**src/rtl/prog_seq_pkg.sv**
```systemverilog
// Shared types and constants for the program run-control sequencer.
package prog_seq_pkg;

  localparam int unsigned PC_W_DEFAULT = 10;
  localparam int unsigned INST_CNT_W   = 16;

  typedef enum logic [1:0] {
    IDLE = 2'd0,
    RUN  = 2'd1,
    DONE = 2'd2
  } seq_state_t;

  typedef enum logic [1:0] {
    PC_HOLD   = 2'd0,
    PC_LOAD   = 2'd1,
    PC_BRANCH = 2'd2,
    PC_INC    = 2'd3
  } pc_sel_t;

endpackage

```
**src/rtl/pc_reg.sv**
```systemverilog
// Program counter register: load start address, take branch, increment (wrapping) or hold.
module pc_reg
  import prog_seq_pkg::*;
#(
  parameter int unsigned PC_W = PC_W_DEFAULT
) (
  input  logic            clk,
  input  logic            rst_n,
  input  pc_sel_t         sel,
  input  logic [PC_W-1:0] load_addr,
  input  logic [PC_W-1:0] branch_addr,
  output logic [PC_W-1:0] pc
);

  always_ff @(posedge clk or negedge rst_n) begin
    if (!rst_n) begin
      pc <= '0;
    end else begin
      unique case (sel)
        PC_LOAD:   pc <= load_addr;
        PC_BRANCH: pc <= branch_addr;
        PC_INC:    pc <= pc + PC_W'(1);
        default:   pc <= pc;
      endcase
    end
  end

endmodule

```
**src/rtl/prog_sequencer.sv**
```systemverilog
// Run-control FSM for the accumulator core: start/done handshake, PC sequencing, watchdog.
// Optional retired-instruction counter enabled by PROG_SEQ_PERF_EN.
module prog_sequencer
  import prog_seq_pkg::*;
#(
  parameter int unsigned PC_W     = PC_W_DEFAULT,
  parameter int unsigned WATCHDOG = 4096
) (
  input  logic            Clk,
  input  logic            Reset,
  input  logic            Req,
  input  logic [PC_W-1:0] StartAddr,
  input  logic            Branch,
  input  logic            Halt,
  input  logic [PC_W-1:0] BranchTarget,
  input  logic            Stall,
  output logic [PC_W-1:0] PC,
  output logic            InstEn,
  output logic            Busy,
  output logic            Ack,
  output logic            Timeout
`ifdef PROG_SEQ_PERF_EN
  ,
  output logic [INST_CNT_W-1:0] InstRetired
`endif
);

  localparam int unsigned CW = (WATCHDOG < 2) ? 1 : $clog2(WATCHDOG + 1);
  localparam logic [CW-1:0] WD_LAST = CW'((WATCHDOG == 0) ? 0 : WATCHDOG - 1);

  seq_state_t    state, state_nxt;
  pc_sel_t       pc_sel;
  logic [CW-1:0] wd_cnt;
  logic          start;
  logic          wd_hit;

  pc_reg #(.PC_W(PC_W)) u_pc_reg (
    .clk         (Clk),
    .rst_n       (Reset),
    .sel         (pc_sel),
    .load_addr   (StartAddr),
    .branch_addr (BranchTarget),
    .pc          (PC)
  );

  always_comb begin
    state_nxt = state;
    pc_sel    = PC_HOLD;
    InstEn    = 1'b0;
    start     = 1'b0;
    wd_hit    = 1'b0;
    unique case (state)
      IDLE: begin
        if (Req) begin
          start     = 1'b1;
          pc_sel    = PC_LOAD;
          state_nxt = RUN;
        end
      end
      RUN: begin
        InstEn = !Stall;
        if (!Stall) begin
          if (Halt)        state_nxt = DONE;
          else if (Branch) pc_sel    = PC_BRANCH;
          else             pc_sel    = PC_INC;
        end
        // A retiring halt takes priority, so the watchdog only fires when no halt retires.
        if (WATCHDOG != 0 && wd_cnt == WD_LAST && !(InstEn && Halt)) begin
          wd_hit    = 1'b1;
          state_nxt = DONE;
        end
      end
      DONE: begin
        if (!Req) state_nxt = IDLE;
      end
      default: state_nxt = IDLE;
    endcase
  end

  always_ff @(posedge Clk or negedge Reset) begin
    if (!Reset) begin
      state   <= IDLE;
      wd_cnt  <= '0;
      Timeout <= 1'b0;
      Busy    <= 1'b0;
      Ack     <= 1'b0;
    end else begin
      state <= state_nxt;
      Busy  <= (state_nxt == RUN);
      Ack   <= (state_nxt == DONE);
      if (start)             wd_cnt <= '0;
      else if (state == RUN) wd_cnt <= wd_cnt + CW'(1);
      if (start)       Timeout <= 1'b0;
      else if (wd_hit) Timeout <= 1'b1;
    end
  end

`ifdef PROG_SEQ_PERF_EN
  always_ff @(posedge Clk or negedge Reset) begin
    if (!Reset) begin
      InstRetired <= '0;
    end else if (start) begin
      InstRetired <= '0;
    end else if (InstEn && InstRetired != '1) begin
      InstRetired <= InstRetired + INST_CNT_W'(1);
    end
  end
`endif

endmodule

```
**config.mk**
```make
export PLATFORM = sky130hd
export DESIGN_NAME = prog_sequencer
export DESIGN_NICKNAME = d
export VERILOG_FILES = /design/src/rtl/prog_seq_pkg.sv /design/src/rtl/pc_reg.sv /design/src/rtl/prog_sequencer.sv
export SDC_FILE = /design/constraint.sdc
export NUM_CORES = 1
export LEC_CHECK = 0
export BUFFER_PORTS_ARGS = -buffer_cell sky130_fd_sc_hd__clkbuf_2
export CORE_UTILIZATION = 47
export CTS_CLUSTER_SIZE = 40
export DETAILED_ROUTE_END_ITERATION = 10
export PLACE_DENSITY = 0.85
export SYNTH_ARGS = -nofsm -noshare
export SYNTH_HDL_FRONTEND = slang
export SYNTH_HIERARCHICAL = 1
export SYNTH_SLANG_ARGS = --single-unit
```
**constraint.sdc**
```tcl
create_clock -name Clk -period 2 [get_ports Clk]
set_clock_uncertainty 0.15 [all_clocks]
set_input_delay 0.3 -clock Clk [delete_from_list [all_inputs] [get_ports Clk]]
set_output_delay 0.3 -clock Clk [all_outputs]
set_load 0.02 [all_outputs]
```
==> impl_metrics.json, run 1 <==
{
  "drt-total-wl_mm": 3.429,
  "num_rows": 20,
  "netlist.top_cell.by_area": "dfrtp_1",
  "cts_inserted_buffers": 3,
  "htree_levels": 1,
  "critical_path.reg2reg.endpoint": "u_pc_reg/pc[6]",
  "path_delay_family": "flip-flops",
  "die_footprint_mm2": 0.003686,
  "cells_traversed_along_the_worst_timing_path": "nand2b_1 > buf_4 > nor2_1 > clkbuf_2",
  "hold_path_class": "in -> reg",
  "drt-initial-drc-count": 75,
  "min_period_over_period_pct": 93.47,
  "grt_antenna_before_repair": 0,
  "cp_data_required_time_ns": 1.55,
  "final_cell_count_no_fill": 236,
  "whs_path_depth": 3,
  "finalCoreUtilization_pct": 61.67,
  "syn-num-nets": 178,
  "core_region_mm2": 0.003153,
  "path_class": "reg -> out",
  "tritoncts": "built",
  "dp.cells": 231,
  "synth-warning-count": 6,
  "finalHoldViolations": 0,
  "rsz_0062_raised_after_global_routing": "no",
  "num_io_pins": 40,
  "syn_area_mm2": 0.001620,
  "vias": 1378,
  "setup_total_negative_slack_ns": 0,
  "irDropWorstVdd_mv": 0.8553,
  "r2r_start": "u_pc_reg/pc[1]",
  "globalRoute.totalOverflow": 0,
  "die_w_um": 60.72,
  "clkSinkCount": 28,
  "synth_top_area_share_pct": 43.24,
  "grt_start_max_net_pins": 29,
  "leading_post_synthesis_cells_by_cell_area": "dfrtp_1, mux4_2, mux2i_1, nand2_1, o211ai_1",
  "maxCapViolations": 0,
  "status": "finished, final reports clean",
  "detailedRoute.firstPassIterationCount": 4,
  "whs_endpoint": "u_pc_reg/pc[0]",
  "critical_path.slowest_cell": "dfrtp_2",
  "clk_pin_slew_worst_paths_ns": 0.16,
  "r2r_setup_slack_ns": 0.14,
  "n_fill_cell": 268,
  "endpoint_kind": "output pin",
  "worst_slack_ns": 0.1306,
  "route.detailed.vias_per_inst": 5.839,
  "groute.usage.overall_pct": 21.16,
  "worstPathBufferInverterCount": 2,
  "cts_post_setup_buffers_inserted": 0,
  "start_util_pct": 51.39,
  "final_antenna_net_count": 0,
  "cts_root_buf": "clkbuf_4",
  "antenna_cells": 0,
  "worst-endpoint-arrival_ns": 1.42,
  "design_power_total_uw": 2300,
  "average_instance_area_after_synthesis_um2": 10.80,
  "synth-async-reset-ratio_pct": 100.0,
  "drcViolationCount": 0,
  "dp_hpwl_mm": 2.624,
  "die_height_um": 60.72,
  "syn_to_final_growth_pct": 20.00,
  "fmax_mhz": 534.9,
  "ys_seq_elements": 28,
  "post_route_cells_drive_above_1_share_pct": 32.81,
  "period_needed_ns": 1.869,
  "port_buffers": 39,
  "setup_violating_endpoint_count_in_the_final_report": 0,
  "grt_pass1_wl_mm": 5.844,
  "post_synth_num_cell_types": 39,
  "synthCells": 150,
  "power.leakage_uw": 0.0008618,
  "worstSkewPairLatency_ns": 0.33,
  "pre_cts_ws_ns": 0.1852,
  "crit_path_max_fanout": 8,
  "number_of_global_route_vias_before_repair": 1358,
  "nets": 221,
  "max-slew-margin-rel_pct": 55.06,
  "final-max-slew-violation-count": 0,
  "dominant_register_cell_in_the_synthesized_netlist": "dfrtp_1",
  "setup.worst_path.start_class": "flip-flop",
  "worstMarginPinSlew_ns": 0.6740,
  "power.density_cell_area_mw_per_mm2": 1183,
  "worst_hold_startpoint": "StartAddr[0]",
  "yosysSeqAreaShare_pct": 43.24,
  "largest_register_ff_count": 13,
  "max_stage_delay_ns": 0.48,
  "gpl.final_weighted_congestion": 0.8283,
  "r2r_cells": 5,
  "synth_edf_count": 0,
  "clockBufferDepth": 2,
  "route.detailed.wl_per_inst_um": 14.53
}
synthesized netlist by cell type (2+ instances only):
cell type	count
o31ai_1	2
nor3_1	2
dfrtp_1	28
nor2_1	6
buf_2	5
o41ai_1	2
o211ai_1	6
xor2_1	2
nor2b_1	4
mux2i_1	5
a21oi_1	3
clkbuf_1	2
nand4_1	6
nand3_1	7
nand4_2	2
or4_1	3
nand2_1	12
ha_1	2
nand2b_1	5
o31a_1	2
o21ai_0	6
mux4_2	6
nor4_1	2
a22o_1	2
inv_1	6
xnor2_1	5
o311ai_0	5
layer usage:
layer,vias up,part of all wire [%],GRT usage (%)
li1,659,-,-
met1,675,44,26.83
met2,40,51,36.42
met3,4,4.6,3.625
met4,0,0.96,7.792
met5,-,0,0
cell usage in the layout (no fill, tap or decap), types with 3 or more instances in the layout:
| cell type | synthesis | layout |
|---|---|---|
| a21oi_1 | 3 | 3 |
| nor2b_1 | 4 | 4 |
| dfrtp_1 | 28 | 27 |
| nand2_1 | 12 | 12 |
| nand3_1 | 7 | 7 |
| o311ai_0 | 5 | 5 |
| mux2i_1 | 5 | 5 |
| clkbuf_4 | 0 | 3 |
| inv_1 | 6 | 6 |
| o21ai_0 | 6 | 6 |
| mux4_2 | 6 | 6 |
| nand2b_1 | 5 | 5 |
| buf_4 | 0 | 5 |
| xnor2_1 | 5 | 5 |
| clkbuf_2 | 0 | 39 |
| or4_1 | 3 | 3 |
| nand4_1 | 6 | 6 |
| o211ai_1 | 6 | 6 |
| nor2_1 | 6 | 6 |
worst max path at each step:
stage	from	end	slack, ns	depth (start not counted)
floorplan	state[1]	u_pc_reg/pc[4]	0.03	6
global placement	state[1]	u_pc_reg/pc[5]	0.23	4
detailed placement	state[1]	u_pc_reg/pc[5]	0.19	4
CTS	state[1]	InstEn	0.10	4
global route	state[1]	InstEn	0.01	4
finish	state[1]	InstEn	0.13	4
stage by stage:
stage / hold WS (ns) / area [µm²]
global route: 0.1079 / 1944
detailed placement: 0.2290 / 1881
floorplan: -0.1456 / 1623
CTS: 0.09205 / 1943
finish: 0.09365 / 1944
global placement: 0.2121 / 1881
cells by family after synthesis:
| family | after synthesis | synth area share [%] |
|---|---|---|
| AO/OA/AOI/OAI | 31 | 13.90 |
| XOR/XNOR | 7 | 3.784 |
| buffers and inverters | 13 | 3.398 |
| flip-flops | 28 | 43.24 |
| multiplexers | 12 | 13.05 |
| AND/OR/NAND/NOR | 57 | 21.08 |
| adder cells (fa/ha/maj) | 2 | 1.544 |
worst register-to-register path: stages, from the launching register on:
cell,delay (ns)
dfrtp_1,0.47
ha_1,0.25
nand4_1,0.17
nor2_1,0.16
xor2_1,0.08
mux4_2,0.45
area by class of cell:
cell class	count	area [µm²]	share of cell area (%)
clock buffers	3	22.52	1.158
well taps	44	55.05	2.831
inverters	6	22.52	1.158
multi-input cells	109	869.6	44.72
clock inverters	1	30.03	1.544
repair buffers	45	242.7	12.48
flip-flops and latches	28	701.9	36.10
what timing repair did:
action	4_1_cts	5_1_grt
resized for setup	0	1
hold buffers	1	0
setup endpoints to repair	0	1
endpoints found under the hold margin	28	0
where the power goes:
group | switching (µW) | internal, µW
Sequential | 276 | 740
Clock | 167 | 203
Combinational | 476 | 437
Total | 919 | 1380
(Power assumes the default switching activity.)
==> inputs of run 2 (changes only) <==
- CORE_UTILIZATION: 47 -> 30
- PLACE_DENSITY: 0.85 -> 0.62
==> run 2 against run 1 <==
Count of clock-buffer cells in the layout grew 1. Register-to-register slack gained 0.02 ns. Fmax grew 1.5%. Critical path depth grew 1. Die area grew 55%. Utilization shrank 22 points. Critical endpoint is now u_pc_reg/pc[6].
==> impl_metrics.json, run 2 (synthesized netlist as in run 1, its figures left out) <==
{
  "status": "finished, final reports clean",
  "max_stage_delay_ns": 0.46,
  "drcViolationCount": 0,
  "pre_cts_ws_ns": 0.1813,
  "final_cell_count_no_fill": 264,
  "number_of_global_route_vias_before_repair": 1287,
  "dp.cells": 259,
  "route.detailed.vias_per_inst": 5.152,
  "worstPathBufferInverterCount": 0,
  "sequential_cell_area_um2": 700.7,
  "grt_start_max_net_pins": 29,
  "cp_data_required_time_ns": 2.00,
  "start_util_pct": 31.52,
  "cts_post_setup_buffers_inserted": 0,
  "cells_traversed_along_the_worst_timing_path": "ha_1 > nand4_1 > nor2_1 > xor2_1 > mux4_2",
  "whs_path_depth": 3,
  "r2r_cells": 5,
  "dp_hpwl_mm": 2.604,
  "syn_to_final_growth_pct": 24.56,
  "worstMarginPinSlew_ns": 0.6818,
  "clk_pin_slew_worst_paths_ns": 0.09,
  "num_rows": 26,
  "crit_path_max_fanout": 6,
  "critical_path.reg2reg.endpoint": "u_pc_reg/pc[6]",
  "final-max-slew-violation-count": 0,
  "r2r_start": "u_pc_reg/pc[0]",
  "multiInputGateArea_um2": 869.6,
  "maxCapViolations": 0,
  "setup_total_negative_slack_ns": 0,
  "hold_path_class": "in -> reg",
  "drt-initial-drc-count": 88,
  "path_delay_family": "multiplexers",
  "detailedRoute.firstPassIterationCount": 6,
  "gpl.final_weighted_congestion": 0.7436,
  "power.density_cell_area_mw_per_mm2": 1151,
  "groute.usage.overall_pct": 13.94,
  "antenna_cells": 0,
  "final_cell_mix": "clkbuf_2, dfrtp_1, nand2_1",
  "route.detailed.wl_per_inst_um": 13.34,
  "largest_register_ff_count": 13,
  "path_depth": 5,
  "worst_slack_ns": 0.1575,
  "power.leakage_uw": 0.0008806,
  "die_w_um": 75.49,
  "r2r_setup_slack_ns": 0.16,
  "die_footprint_mm2": 0.005699,
  "port_buffers": 39,
  "clkSinkCount": 28,
  "core_region_mm2": 0.005140,
  "grt_antenna_before_repair": 0,
  "layout_commonest_cell": "clkbuf_2",
  "num_io_pins": 40,
  "min_period_over_period_pct": 92.12,
  "whs_endpoint": "u_pc_reg/pc[0]",
  "nets": 223,
  "setup_violating_endpoint_count_in_the_final_report": 0,
  "fmax_mhz": 542.8,
  "worst-endpoint-arrival_ns": 1.84,
  "postCtsHoldBufs": 1,
  "path_class": "reg -> reg",
  "clockBufferDepth": 2,
  "n_fill_cell": 541,
  "worst_hold_startpoint": "StartAddr[0]",
  "grt_pass1_wl_mm": 5.934,
  "cts_root_buf": "clkbuf_8",
  "max-slew-margin-rel_pct": 54.54,
  "worstSkewPairLatency_ns": 0.27,
  "die_height_um": 75.49,
  "endpoint_kind": "flip-flop",
  "globalRoute.totalOverflow": 0,
  "cts_inserted_buffers": 3,
  "setup.worst_path.start_class": "flip-flop",
  "rsz_0062_raised_after_global_routing": "no",
  "post_route_cells_drive_above_1_share_pct": 32.99,
  "irDropWorstVdd_mv": 0.5136,
  "resized_gates_after_cts": 0,
  "period_needed_ns": 1.842,
  "final_antenna_net_count": 0,
  "drt-total-wl_mm": 3.523,
  "vias": 1360,
  "finalHoldViolations": 0,
  "tritoncts": "built",
  "critical_path.slowest_cell": "mux4_2",
  "htree_levels": 1
}
[run 2: cell types whose count changed in the layout (fill, tap and decap cells not counted), sizes merged]
| cell | previous run | this run |
|---|---|---|
| buf | 5 | 7 |
| bufinv | 1 | 0 |
| clkbuf | 42 | 43 |
[run 2: worst register-to-register path: stages (launching register included)]
cell and delay (ns):
dfrtp_1 0.45, ha_1 0.24, nand4_1 0.18, nor2_1 0.16, xor2_1 0.09, mux4_2 0.46
[run 2: metal layers]
metal	up-vias	part of all wire, %	track usage (%)
li1	661	-	-
met1	654	47	18.19
met2	43	47	23.41
met3	2	4.9	3.571
met4	0	0.60	3.086
met5	-	0	0
[run 2: power by group]
part	total (µW)	switching, µW	internal, µW
logic	989	515	474
registers	991	250	741
clock network	343	167	176
total	2320	932	1390
[run 2: how the worst max path moves through the flow]
stage | startpoint | end | slack (ns)
2_1_floorplan | state[1] | u_pc_reg/pc[4] | 0.03
3_3_place_gp | state[0] | u_pc_reg/pc[5] | 0.22
3_5_place_dp | u_pc_reg/pc[0] | u_pc_reg/pc[6] | 0.18
4_1_cts | u_pc_reg/pc[0] | u_pc_reg/pc[6] | 0.17
5_1_grt | u_pc_reg/pc[0] | u_pc_reg/pc[6] | 0.09
6_report | u_pc_reg/pc[0] | u_pc_reg/pc[6] | 0.16
[run 2: cell type report]
| cell class | count | area share (%) |
|---|---|---|
| Multi-Input combinational cell | 109 | 43.09 |
| Sequential cell | 28 | 34.72 |
| Timing Repair Buffer | 47 | 14.01 |
| Tap cell | 70 | 4.340 |
| Clock buffer | 4 | 2.728 |
| Inverter | 6 | 1.116 |
[run 2: per-stage QoR]
step	cell area (µm²)	power, µW	hold WS [ns]	util [%]
after global placement	1953	1968	0.2406	38.00
final	2018	2323	0.1453	39.26
after detailed placement	1953	1987	0.2377	38.00
after CTS	2018	2351	0.1401	39.26
after floorplan	1623	1618	-0.1456	-
after global routing	2018	2492	0.1594	39.26
